<file path="src/rtl/design_variables_pkg.sv">
// Shared alignment-datapath widths and the running-max tracker state encoding.
// No logic; constants and types only.
// Imported by every block that carries score/row/col candidates.
package design_variables;

    localparam int SCORE_WIDTH    = 16;
    localparam int ROW_BITS_WIDTH = 10;
    localparam int COL_BITS_WIDTH = 10;

    typedef enum logic [1:0] {
        IDLE  = 2'd0,
        ACCUM = 2'd1,
        HOLD  = 2'd2
    } max_trk_state_t;

endpackage

</file>
<file path="src/rtl/score_max_tracker.sv">
// Running-maximum tracker: keeps the best (score,row,col) over NUM_BEATS candidate beats.
// Latency: a beat sampled at edge N is visible on res_* after edge N; res_valid rises with the last beat.
// Backpressure: result is held in HOLD until res_ready; candidates/start outside their state are dropped and flagged.
module score_max_tracker
    import design_variables::*;
#(
    parameter int NUM_BEATS = 32
) (
    input  logic                      clk,
    input  logic                      rst_n,
    input  logic                      start,
    input  logic                      cand_valid,
    input  logic [SCORE_WIDTH-1:0]    cand_score,
    input  logic [ROW_BITS_WIDTH-1:0] cand_row,
    input  logic [COL_BITS_WIDTH-1:0] cand_col,
    output logic                      busy,
    output logic                      res_valid,
    input  logic                      res_ready,
    output logic [SCORE_WIDTH-1:0]    res_score,
    output logic [ROW_BITS_WIDTH-1:0] res_row,
    output logic [COL_BITS_WIDTH-1:0] res_col,
    output logic                      err_protocol
);

    localparam int BEAT_CNT_WIDTH = $clog2(NUM_BEATS + 1);
    localparam logic [BEAT_CNT_WIDTH-1:0] LAST_BEAT = BEAT_CNT_WIDTH'(NUM_BEATS - 1);

    max_trk_state_t              state_q, state_d;
    logic [BEAT_CNT_WIDTH-1:0]   cnt_q, cnt_d;
    logic [SCORE_WIDTH-1:0]      best_score_q, best_score_d;
    logic [ROW_BITS_WIDTH-1:0]   best_row_q, best_row_d;
    logic [COL_BITS_WIDTH-1:0]   best_col_q, best_col_d;
    logic                        err_q, err_d;

    // Next-state, beat counting, strict-greater compare and sticky protocol flag.
    always_comb begin
        state_d      = state_q;
        cnt_d        = cnt_q;
        best_score_d = best_score_q;
        best_row_d   = best_row_q;
        best_col_d   = best_col_q;
        err_d        = err_q;

        unique case (state_q)
            IDLE: begin
                if (start) begin
                    state_d      = ACCUM;
                    cnt_d        = '0;
                    best_score_d = '0;
                    best_row_d   = '0;
                    best_col_d   = '0;
                    err_d        = 1'b0;
                end
                // A stray candidate is flagged even alongside start: set beats the clear.
                if (cand_valid) begin
                    err_d = 1'b1;
                end
            end
            ACCUM: begin
                if (start) begin
                    err_d = 1'b1;
                end
                if (cand_valid) begin
                    cnt_d = cnt_q + BEAT_CNT_WIDTH'(1);
                    // Strict compare keeps the earliest beat on ties.
                    if (cand_score > best_score_q) begin
                        best_score_d = cand_score;
                        best_row_d   = cand_row;
                        best_col_d   = cand_col;
                    end
                    if (cnt_q == LAST_BEAT) begin
                        state_d = HOLD;
                    end
                end
            end
            HOLD: begin
                if (start || cand_valid) begin
                    err_d = 1'b1;
                end
                if (res_ready) begin
                    state_d = IDLE;
                end
            end
            default: begin
                state_d = IDLE;
            end
        endcase
    end

    // State and datapath registers; reset returns everything to zero/IDLE immediately.
    always_ff @(posedge clk or negedge rst_n) begin
        if (!rst_n) begin
            state_q      <= IDLE;
            cnt_q        <= '0;
            best_score_q <= '0;
            best_row_q   <= '0;
            best_col_q   <= '0;
            err_q        <= 1'b0;
        end else begin
            state_q      <= state_d;
            cnt_q        <= cnt_d;
            best_score_q <= best_score_d;
            best_row_q   <= best_row_d;
            best_col_q   <= best_col_d;
            err_q        <= err_d;
        end
    end

    // All outputs come straight from flops: no input-to-output combinational path.
    assign busy         = (state_q != IDLE);
    assign res_valid    = (state_q == HOLD);
    assign res_score    = best_score_q;
    assign res_row      = best_row_q;
    assign res_col      = best_col_q;
    assign err_protocol = err_q;

endmodule
</file>
<file path="config.mk">
export PLATFORM = sky130hd
export DESIGN_NAME = score_max_tracker
export DESIGN_NICKNAME = d
export VERILOG_FILES = /design/src/rtl/design_variables_pkg.sv /design/src/rtl/score_max_tracker.sv
export SDC_FILE = /design/constraint.sdc
export NUM_CORES = 1
export LEC_CHECK = 0
export BUFFER_PORTS_ARGS = -buffer_cell sky130_fd_sc_hd__buf_2
export CAP_MARGIN = 20
export CORE_MARGIN = 2
export CORE_UTILIZATION = 40
export CTS_CLUSTER_DIAMETER = 150
export DETAILED_ROUTE_END_ITERATION = 12
export GPL_TIMING_DRIVEN = 0
export PLACE_DENSITY = 0.66
export SYNTH_ARGS = -nofsm -noshare
export SYNTH_HDL_FRONTEND = slang
export SYNTH_SLANG_ARGS = --single-unit
</file>
<file path="constraint.sdc">
create_clock -name clk -period 7.33 [get_ports clk]
set_input_delay 0.3665 -clock clk [delete_from_list [all_inputs] [get_ports clk]]
set_output_delay 0.3665 -clock clk [all_outputs]
set_load 0.05 [all_outputs]
</file>
==> summary.txt, run 1 <==
status: finished clean
Num CTS Buffers: 5
reg2reg setup slack: 4.74 ns
CTS tree: built
Die H: 79.5 µm
Max Cap Viol: 0
antenna viol nets, final: 0
clk buf depth: 2
final hold vios: 0
mapped cell area: 2280 µm²
fraction of layout cells with a size suffix above 1: 37.5%
Min-Delay Path Depth: 2
PD cells: 452 nW/µm²
clock slew at reported path FFs: 0.09 ns
Routability Congestion: 0.735
critical path endpoint category: register
Die ar.: 6310 µm²
1st-iter DRT viols: 83
FF+latch area: 1130 µm²
Finished Layout Cells: 355
drt drc: 0
Mean Syn Cell Area: 11.7 µm²
Max Slew Vio Count: 0
path depth of the worst reg2reg path: 9
P&R area growth vs syn: 27.7%
Final period util: 35.4%
CTS root buf: clkbuf_8
Top Family by Delay on Critical Path: compound AO/OA/AOI/OAI gates
Setup TNS Final: 0 ns
via count: 1767
Yosys cell types: 33
CP required: 7.56 ns
first-pass GRT wire length: 7720 µm
slowest CP cell: or4_4
Hold Path Class: in2reg
Diodes inserted: 0
final worst slack: 4.74 ns
end of the worst hold path: res_col[3]
Crit path largest cell delay: 0.57 ns
fillers: 507
flops & latches, synth: 45
Die Wd: 79.5 µm
largest net degree at the start of global routing: 46
Placed Instances: 345
Max Clk Rate: 386 MHz
Syn Inst Count: 194
setup violators final: 0
H-tree Lvls: 2
Cell Rows: 27
total congestion overflow: 0
initial antenna violation count: 0
routed wire length: 4730 µm
Initial DRT Pass Iterations: 4
Syn Nets: 256
Hold Crit Start: cand_col[3]
reg2reg end: res_row[6]
RSZ-0062 raised after global routing: no
Worst Path Arrival: 2.83 ns
IO Pins: 80
CTS sink count: 45
fin crit period: 2.59 ns
worst hold slack: 0.288 ns
overall global routing resource usage: 15.7%
dpl ws: 4.62 ns
maximum vdd drop: 0.000203 V
Core ar.: 5510 µm²
worst path bufs/invs: 2
initial core utilization: 41.4%
Final #Nets: 344
Ys Warns: 0
CP most frequent cell: o21ai_2
crit path kind: reg2reg
Seq/Total Area, Yosys: 49.5%
vias per cell: 4.98
crit-path max FO: 10
LEAKAGE: 1.54 nW
Final Skew: 0.00395 ns
area of the multi-input gates: 981 µm²
FF-to-FF Start: res_score[15]
HPWL after DPL: 3410 µm
Slew headroom: 68.5%
CP Launch Type: register
Slew @ Worst Pin: 0.472 ns
number of global-route vias before repair: 1636
IO buf count: 79
post-DR wirelength/cell: 13.3 µm
commonest cells after routing, fill and taps aside: buf_2, dfrtp_1, a22o_1
most common cell after layout, fill and taps aside: buf_2
Clk Latency, worst-skew pair: 0.29 ns
worst path cell trace: inv_1, ha_1, nand4_2, or4_4, o21ai_2, a31oi_2, o21ai_2, buf_4, a22o_1
-- kinds of logic after synthesis --
group,share of synthesized area (%)
flops,49.5
xor+xnor,1.54
simple gates,7.75
fa+ha+maj,11.5
buf+inv,7.47
compound gates,21.8
mux,0.440
-- cells in the mapped netlist (all sizes together) --
cell type | number | share of area [%]
a22o | 36 | 14
dfrtp | 45 | 49
buf | 7 | 3.8
mux2i | 1 | 0.44
nand4 | 6 | 1.9
nor3 | 1 | 0.22
nand2 | 10 | 1.9
o22a | 1 | 0.44
nand3 | 1 | 0.22
inv | 22 | 3.6
o211ai | 1 | 0.33
nor2 | 5 | 0.82
a31oi | 1 | 0.55
a21oi | 15 | 3.3
and2 | 1 | 0.38
o21ai | 8 | 2.1
a21o | 1 | 0.33
ha | 21 | 12
and3 | 1 | 0.27
o22ai | 1 | 0.27
xor2 | 4 | 1.5
o21bai | 1 | 0.33
or4 | 1 | 0.49
o31ai | 1 | 0.33
nor2b | 1 | 0.60
nor4 | 1 | 0.93
-- worst max path at each step --
stage	end	slack, ns	depth (start not counted)	from
final	res_row[6]	4.74	9	res_score[15]
after floorplan	res_score[0]	4.65	10	res_score[15]
after global placement	res_col[0]	4.64	9	cand_score[15]
after CTS	res_col[0]	4.67	9	res_score[15]
after global routing	res_col[1]	4.53	9	res_score[15]
after detailed placement	res_col[0]	4.62	9	cand_score[15]
-- worst register-to-register path, cell delays in order, from the launching register on --
cell     delay [ns]
dfrtp_1        0.38
inv_1          0.05
ha_1           0.32
nand4_2        0.16
or4_4          0.57
o21ai_2        0.16
a31oi_2        0.06
o21ai_2        0.41
buf_4          0.26
a22o_1         0.15
-- timing repair --
item                                   CTS  global route
hold buffers                             0             1
resized for setup                        0             0
endpoints found under the hold margin    0             4
buffers inserted                         0             0
setup endpoints to repair                0             0
-- final cells by class --
cell class | instances | area share, %
Sequential cell | 45 | 38.7
Multi-Input combinational cell | 120 | 33.7
Inverter | 22 | 2.84
Clock buffer | 7 | 2.97
Buffer | 7 | 3.01
Timing Repair Buffer | 81 | 14.6
Tap cell | 72 | 3.10
Clock inverter | 1 | 1.03
-- report_power, final --
| part | internal [mW] | switching [mW] |
|---|---|---|
| Sequential | 0.333 | 0.0545 |
| Clock | 0.111 | 0.0840 |
| Combinational | 0.244 | 0.488 |
-- registers in the layout, summed over array words and instances (netlist names) --
signal,count
res_score,16
res_col,10
res_row,10
cnt_q,6
state_q,2
err_protocol,1
-- metrics by stage --
| stage | power (mW) | cell area (µm²) | util (%) |
|---|---|---|---|
| after detailed placement | 1.13 | 2760 | 50.2 |
| after global placement | 1.12 | 2760 | 50.2 |
| final | 1.32 | 2910 | 52.8 |
| after global routing | 1.41 | 2910 | 52.8 |
| after CTS | 1.33 | 2880 | 52.3 |
| after floorplan | 0.961 | 2280 | - |
-- routing by layer --
metal,global-route usage [%],wire [µm]
met2,23.9,2120
met3,3.73,224
met1,21.7,2310
met4,6.21,75
met5,0,0
No activity file was read; power rests on OpenSTA's default activity.
==> run 2, diff against run 1 <==
--- a/config.mk
+++ b/config.mk
@@ -12,7 +12,7 @@
 export CTS_CLUSTER_DIAMETER = 150
 export DETAILED_ROUTE_END_ITERATION = 12
 export GPL_TIMING_DRIVEN = 0
-export PLACE_DENSITY = 0.66
+export PLACE_DENSITY = 0.69
 export SYNTH_ARGS = -nofsm -noshare
 export SYNTH_HDL_FRONTEND = slang
 export SYNTH_SLANG_ARGS = --single-unit
==> constraint.sdc (replaced) <==
create_clock -name clk -period 2.3 [get_ports clk]
set_input_delay 0.115 -clock clk [delete_from_list [all_inputs] [get_ports clk]]
set_output_delay 0.115 -clock clk [all_outputs]
set_load 0.05 [all_outputs]
==> run 2 against run 1 <==
The flow now finishes with violations (negative setup slack). Critical path type unchanged. Hold slack got worse by 0.25 ns. Highest routed layer unchanged. Sequential cell count unchanged. Clock skew up 0.0029 ns. Routed wire length is 5.9% higher. Critical path depth is 5 higher. Via count is 4.7% higher. Final cell count up 2.3%. Critical endpoint is now res_row[0]. Fmax is 8.8% higher. First-iteration DRC count decreased by 18%. Die area unchanged.
==> summary.txt, run 2 (synthesis gave the netlist of run 1 again) <==
Hold Path Class: in2reg (unchanged)
commonest cells after routing, fill and taps aside: buf_2, a22o_1, dfrtp_1 (was buf_2, dfrtp_1, a22o_1)
path depth of the worst reg2reg path: 14 (was 9)
final hold vios: 0 (unchanged)
antenna viol nets, final: 0 (unchanged)
initial antenna violation count: 0 (unchanged)
slowest CP cell: dfrtp_2 (was or4_4)
Top Family by Delay on Critical Path: buffers and inverters (was compound AO/OA/AOI/OAI gates)
clk buf depth: 2 (unchanged)
Max Slew Vio Count: 0 (unchanged)
Final Skew: 0.00689 ns (was 0.00395 ns)
Num CTS Buffers: 5 (unchanged)
overall global routing resource usage: 16.7% (was 15.7%)
IO buf count: 79 (unchanged)
via count: 1850 (was 1767)
final worst slack: -0.0849 ns (was 4.74 ns)
net switching power: 2.06 mW (was 0.627 mW)
failing checks: negative setup slack
P&R area growth vs syn: 36.0% (was 27.7%)
Slew headroom: 71.8% (was 68.5%)
CP Launch Type: register (unchanged)
HPWL after DPL: 3560 µm (was 3410 µm)
CTS tree: built (unchanged)
Cell Rows: 27 (unchanged)
Sequential Power Share: 28.5% (was 29.5%)
Initial DRT Pass Iterations: 5 (was 4)
Final Cell Area: 3100 µm² (was 2910 µm²)
Min-Delay Path Depth: 2 (unchanged)
Die Wd: 79.5 µm (unchanged)
Max Clk Rate: 419 MHz (was 386 MHz)
Diodes inserted: 0 (unchanged)
PD cells: 1420 nW/µm² (was 452 nW/µm²)
most common cell after layout, fill and taps aside: buf_2 (unchanged)
crit-path max FO: 10 (unchanged)
Logic pwr share: 57.5% (was 55.7%)
IO Pins: 80 (unchanged)
largest net degree at the start of global routing: 46 (unchanged)
Clk Latency, worst-skew pair: 0.29 ns (about the same)
LEAKAGE: 1.57 nW (was 1.54 nW)
Slew @ Worst Pin: 0.423 ns (was 0.472 ns)
worst hold slack: 0.0394 ns (was 0.288 ns)
critical path endpoint category: register (unchanged)
Max Cap Viol: 0 (unchanged)
Die H: 79.5 µm (unchanged)
reg2reg setup slack: -0.08 ns (was 4.74 ns)
Worst Path Arrival: 2.61 ns (was 2.83 ns)
end of the worst hold path: res_row[8] (was res_col[3])
crit path kind: reg2reg (unchanged)
Routability Congestion: 0.734 (was 0.735)
fraction of layout cells with a size suffix above 1: 48.1% (was 37.5%)
CTS root buf: clkbuf_8 (unchanged)
maximum vdd drop: 0.000662 V (was 0.000203 V)
fin crit period: 2.38 ns (was 2.59 ns)
Sw Share: 47.0% (was 47.7%)
placement-stage cell area: 2830 µm² (was 2760 µm²)
FF-to-FF Start: res_score[11] (was res_score[15])
clock slew at reported path FFs: 0.08 ns (was 0.09 ns)
clock share of power: 14.0% (was 14.8%)
WP depth: 14 (was 9)
RSZ-0062 raised after global routing: yes (was no)
CP required: 2.53 ns (was 7.56 ns)
H-tree Lvls: 2 (unchanged)
reg2reg end: res_row[0] (was res_row[6])
first-pass GRT wire length: 8150 µm (was 7720 µm)
Final period util: 104% (was 35.4%)
drt drc: 0 (unchanged)
setup violators final: 32 (was 0)
vias per cell: 5.10 (was 4.98)
Core ar.: 5510 µm² (unchanged)
total congestion overflow: 0 (unchanged)
Pint: 2.32 mW (was 0.689 mW)
CTS sink count: 45 (unchanged)
CP most frequent cell: buf_4 (was o21ai_2)
post-DR wirelength/cell: 13.8 µm (was 13.3 µm)
Hold Crit Start: cand_row[8] (was cand_col[3])
Die ar.: 6310 µm² (unchanged)
worst path bufs/invs: 7 (was 2)
Crit path largest cell delay: 0.39 ns (was 0.57 ns)
routed wire length: 5010 µm (was 4730 µm)
status: finished, violations left (was finished clean)
number of global-route vias before repair: 1772 (was 1636)
Final #Nets: 352 (was 344)
Largest register FFs: 16 (unchanged)
1st-iter DRT viols: 68 (was 83)
worst path cell trace: inv_2, ha_4, nand4_1, buf_4, buf_4, buf_4, buf_4, nor2_1, nand2_1, a31oi_4, and2_4, buf_12, buf_8, a22o_1 (was inv_1, ha_1, nand4_2, or4_4, o21ai_2, a31oi_2, o21ai_2, buf_4, a22o_1)
initial core utilization: 41.4% (unchanged)
==> run 2: cell types whose count changed in the layout (fill, tap and decap cells not counted), moves of 7 or more <==
cell and delta:
dfrtp_1 -12, dfrtp_2 +12, buf_4 +7, ha_1 -7, ha_4 +7, inv_1 -7, inv_2 +7
==> run 2: final cells by class <==
type	count	area, µm²
tap	72	90.1
inverter	22	82.6
multi-input combinational	120	1080
clock buffer	7	86.3
timing repair buffer	89	489
buffer	7	92.6
sequential	45	1140
fill	482	2410
clock inverter	1	30.0
==> run 2: worst max-delay path by stage <==
stage	start	slack [ns]	endpoint
2_1_floorplan	res_score[9]	-0.09	res_score[10]
3_3_place_gp	res_score[10]	-0.12	res_score[6]
3_5_place_dp	res_score[10]	-0.13	res_score[15]
4_1_cts	res_score[11]	-0.09	res_score[9]
5_1_grt	res_score[8]	-0.20	res_col[8]
6_report	res_score[11]	-0.08	res_row[0]
==> run 2: worst register-to-register path, delay by kind of cell (launching register included) <==
family / cells / cell delay (ns)
compound gates: 2 / 0.36
fa+ha+maj: 1 / 0.26
buf+inv: 7 / 0.83
flops: 1 / 0.39
simple gates: 4 / 0.50
==> run 2: timing repair <==
action,CTS,global route
setup buffers,6,2
endpoints found under the hold margin,0,11
setup endpoints to repair,30,36
hold buffers,0,1
resized for setup,4,3
pin swaps,1,6
==> run 2: through the flow <==
step	utilization, %	worst slack (ns)	total power [mW]	std cells	TNS, ns
2_1_floorplan	-	-0.0925	3.12	194	-2.75
3_3_place_gp	51.4	-0.123	3.63	345	-3.35
3_5_place_dp	51.4	-0.134	3.67	345	-3.79
4_1_cts	55.0	-0.0928	4.38	359	-2.30
5_1_grt	56.2	-0.197	4.68	363	-5.76
6_report	56.2	-0.0849	4.38	363	-2.02
==> run 2: routing by layer <==
metal  part of all wire, %  vias up  global-route usage, %
met5                     0        -                      0
met4                   1.0        0                   4.14
met3                   5.0        8                   3.62
met2                    47       66                   27.5
met1                    47      880                   22.4
li1                      -      896                      -
==> run 2: power groups by stage <==
stage,Clock [mW],Combinational (mW),Sequential [mW]
floorplan,0,1.07,2.04
global placement,0,2.36,1.26
detailed placement,0,2.41,1.26
CTS,0.634,2.49,1.25
global route,0.667,2.72,1.29
finish,0.613,2.52,1.25
==> run 3, diff against run 2 <==
--- a/config.mk
+++ b/config.mk
@@ -7,12 +7,14 @@
 export LEC_CHECK = 0
 export BUFFER_PORTS_ARGS = -buffer_cell sky130_fd_sc_hd__buf_2
 export CAP_MARGIN = 20
+export CELL_PAD_IN_SITES_DETAIL_PLACEMENT = 1
+export CELL_PAD_IN_SITES_GLOBAL_PLACEMENT = 1
 export CORE_MARGIN = 2
-export CORE_UTILIZATION = 40
+export CORE_UTILIZATION = 34
 export CTS_CLUSTER_DIAMETER = 150
 export DETAILED_ROUTE_END_ITERATION = 12
 export GPL_TIMING_DRIVEN = 0
-export PLACE_DENSITY = 0.69
+export PLACE_DENSITY_LB_ADDON = 0.1
 export SYNTH_ARGS = -nofsm -noshare
 export SYNTH_HDL_FRONTEND = slang
 export SYNTH_SLANG_ARGS = --single-unit
==> run 3 against run 2 <==
The run ends with design-rule violations, negative setup slack left. Register-to-register slack got worse by 0.06 ns. Fmax is 2.5% lower. Combinational power increased by 7.9%. Sequential power about the same. Hold slack worse by 0.0083 ns. Largest power group unchanged.
==> summary.txt, run 3 (synthesis gave the netlist of run 1 again) <==
status: finished, violations left (unchanged)
failing checks: design-rule violations, negative setup slack (was negative setup slack)
crit-path max FO: 5 (was 10)
fin crit period: 2.45 ns (was 2.38 ns)
Final period util: 106% (was 104%)
CTS tree: built (unchanged)
CTS root buf: clkbuf_8 (unchanged)
via count: 1902 (was 1850)
placement-stage cell area: 2830 µm² (about the same)
IO buf count: 79 (unchanged)
clk buf depth: 2 (unchanged)
Die Wd: 85.8 µm (was 79.5 µm)
crit path kind: reg2reg (unchanged)
total congestion overflow: 0 (unchanged)
CTS sink count: 45 (unchanged)
fraction of layout cells with a size suffix above 1: 49.0% (was 48.1%)
Slew @ Worst Pin: 0.504 ns (was 0.423 ns)
routed wire length: 5900 µm (was 5010 µm)
Final #Nets: 357 (was 352)
overall global routing resource usage: 16.8% (was 16.7%)
first-pass GRT wire length: 9650 µm (was 8150 µm)
CP Launch Type: register (unchanged)
post-DR wirelength/cell: 15.8 µm (was 13.8 µm)
drt drc: 4 (was 0)
Die ar.: 7370 µm² (was 6310 µm²)
Largest register FFs: 16 (unchanged)
vias per cell: 5.10 (about the same)
HPWL after DPL: 4130 µm (was 3560 µm)
Final Cell Area: 3220 µm² (was 3100 µm²)
IO Pins: 80 (unchanged)
most common cell after layout, fill and taps aside: buf_2 (unchanged)
Max Cap Viol: 0 (unchanged)
initial antenna violation count: 0 (unchanged)
number of global-route vias before repair: 2024 (was 1772)
setup violators final: 36 (was 32)
final hold vios: 0 (unchanged)
PD cells: 1430 nW/µm² (was 1420 nW/µm²)
P&R area growth vs syn: 41.2% (was 36.0%)
antenna viol nets, final: 0 (unchanged)
Diodes inserted: 0 (unchanged)
Max Clk Rate: 409 MHz (was 419 MHz)
Cell Rows: 29 (was 27)
1st-iter DRT viols: 28 (was 68)
maximum vdd drop: 0.000596 V (was 0.000662 V)
Hold Path Class: in2reg (unchanged)
critical path endpoint category: register (unchanged)
Final Skew: 0.00971 ns (was 0.00689 ns)
commonest cells after routing, fill and taps aside: buf_2, a22o_1, dfrtp_1 (unchanged)
Clk Latency, worst-skew pair: 0.30 ns (was 0.29 ns)
largest net degree at the start of global routing: 46 (unchanged)
Initial DRT Pass Iterations: 9 (was 5)
initial core utilization: 35.5% (was 41.4%)
Core ar.: 6420 µm² (was 5510 µm²)
LEAKAGE: 1.62 nW (was 1.57 nW)
Num CTS Buffers: 5 (unchanged)
Routability Congestion: 0.724 (was 0.734)
Die H: 85.8 µm (was 79.5 µm)
Worst Path Arrival: 2.68 ns (was 2.61 ns)
CP required: 2.53 ns (about the same)
Max Slew Vio Count: 0 (unchanged)
RSZ-0062 raised after global routing: yes (unchanged)
Slew headroom: 66.4% (was 71.8%)
Design Power: 4.60 mW (was 4.38 mW)
final worst slack: -0.147 ns (was -0.0849 ns)
H-tree Lvls: 2 (unchanged)
clock slew at reported path FFs: 0.09 ns (was 0.08 ns)
[run 3: changes by cell type in the layout (fill, tap and decap cells not counted), sizes merged]
cell    previous run  this run
buf               95        97
clkbuf             7        10
[run 3: critical path, stage by stage (launching register included)]
cell and delay, ns:
dfrtp_2 0.37, inv_2 0.05, ha_4 0.26, nand4_1 0.14, or4_4 0.57, a21o_1 0.19
a31oi_4 0.20, and2_4 0.20, buf_12 0.13, clkbuf_16 0.13, a22o_1 0.13
[run 3: path summary, 6_finish.rpt]
| kind | depth (start not counted) | start | slack [ns] | end |
|---|---|---|---|---|
| setup reg to reg | 10 | res_score[9] | -0.15 | res_score[9] |
| hold reg to reg | 1 | res_row[6] | 0.50 | res_row[6] |
| max in group asynchronous | 3 | rst_n | 1.45 | res_score[15] |
| hold / removal | 2 | cand_col[2] | 0.03 | res_col[2] |
| min in group asynchronous | 2 | rst_n | 0.32 | res_row[7] |
| setup / recovery | 10 | res_score[9] | -0.15 | res_score[9] |
[run 3: metal layers]
layer,global-route usage [%],up-vias,part of all wire [%]
met5,0,-,0
met4,5.19,0,1.9
met3,4.33,9,5.0
met2,27.6,49,49
met1,21.8,939,44
li1,-,905,-
[run 3: stage by stage]
stage	TNS (ns)	utilization (%)	hold WS, ns	cells	setup slack (ns)
after floorplan	-2.75	-	-0.181	194	-0.0925
after CTS	-3.16	47.9	0.0255	366	-0.129
after global placement	-4.35	44.1	0.338	350	-0.159
after global routing	-8.65	50.1	0.0297	373	-0.272
after detailed placement	-4.83	44.1	0.344	350	-0.173
final	-4.42	50.1	0.0312	373	-0.147
[run 3: what timing repair did]
action | 4_1_cts | 5_1_grt
hold buffers | 0 | 1
hold endpoints to repair | 0 | 20
endpoints found under the setup margin | 32 | 36
cloned | 1 | 3
gates resized for setup | 6 | 3
setup buffers | 7 | 2
pin swaps | 6 | 31
[run 3: layout make-up]
class | instances | area [µm²]
buffer | 7 | 98.8
clock buffer | 7 | 86.3
clock inverter | 1 | 30.0
fill | 711 | 3210
inverter | 22 | 82.6
multi-input combinational | 120 | 1080
sequential | 45 | 1140
tap | 77 | 96.3
timing repair buffer | 94 | 596
[run 3: where the power goes]
group	switching (mW)	internal (mW)
Combinational	1.69	1.02
Sequential	0.177	1.07
Clock	0.274	0.355
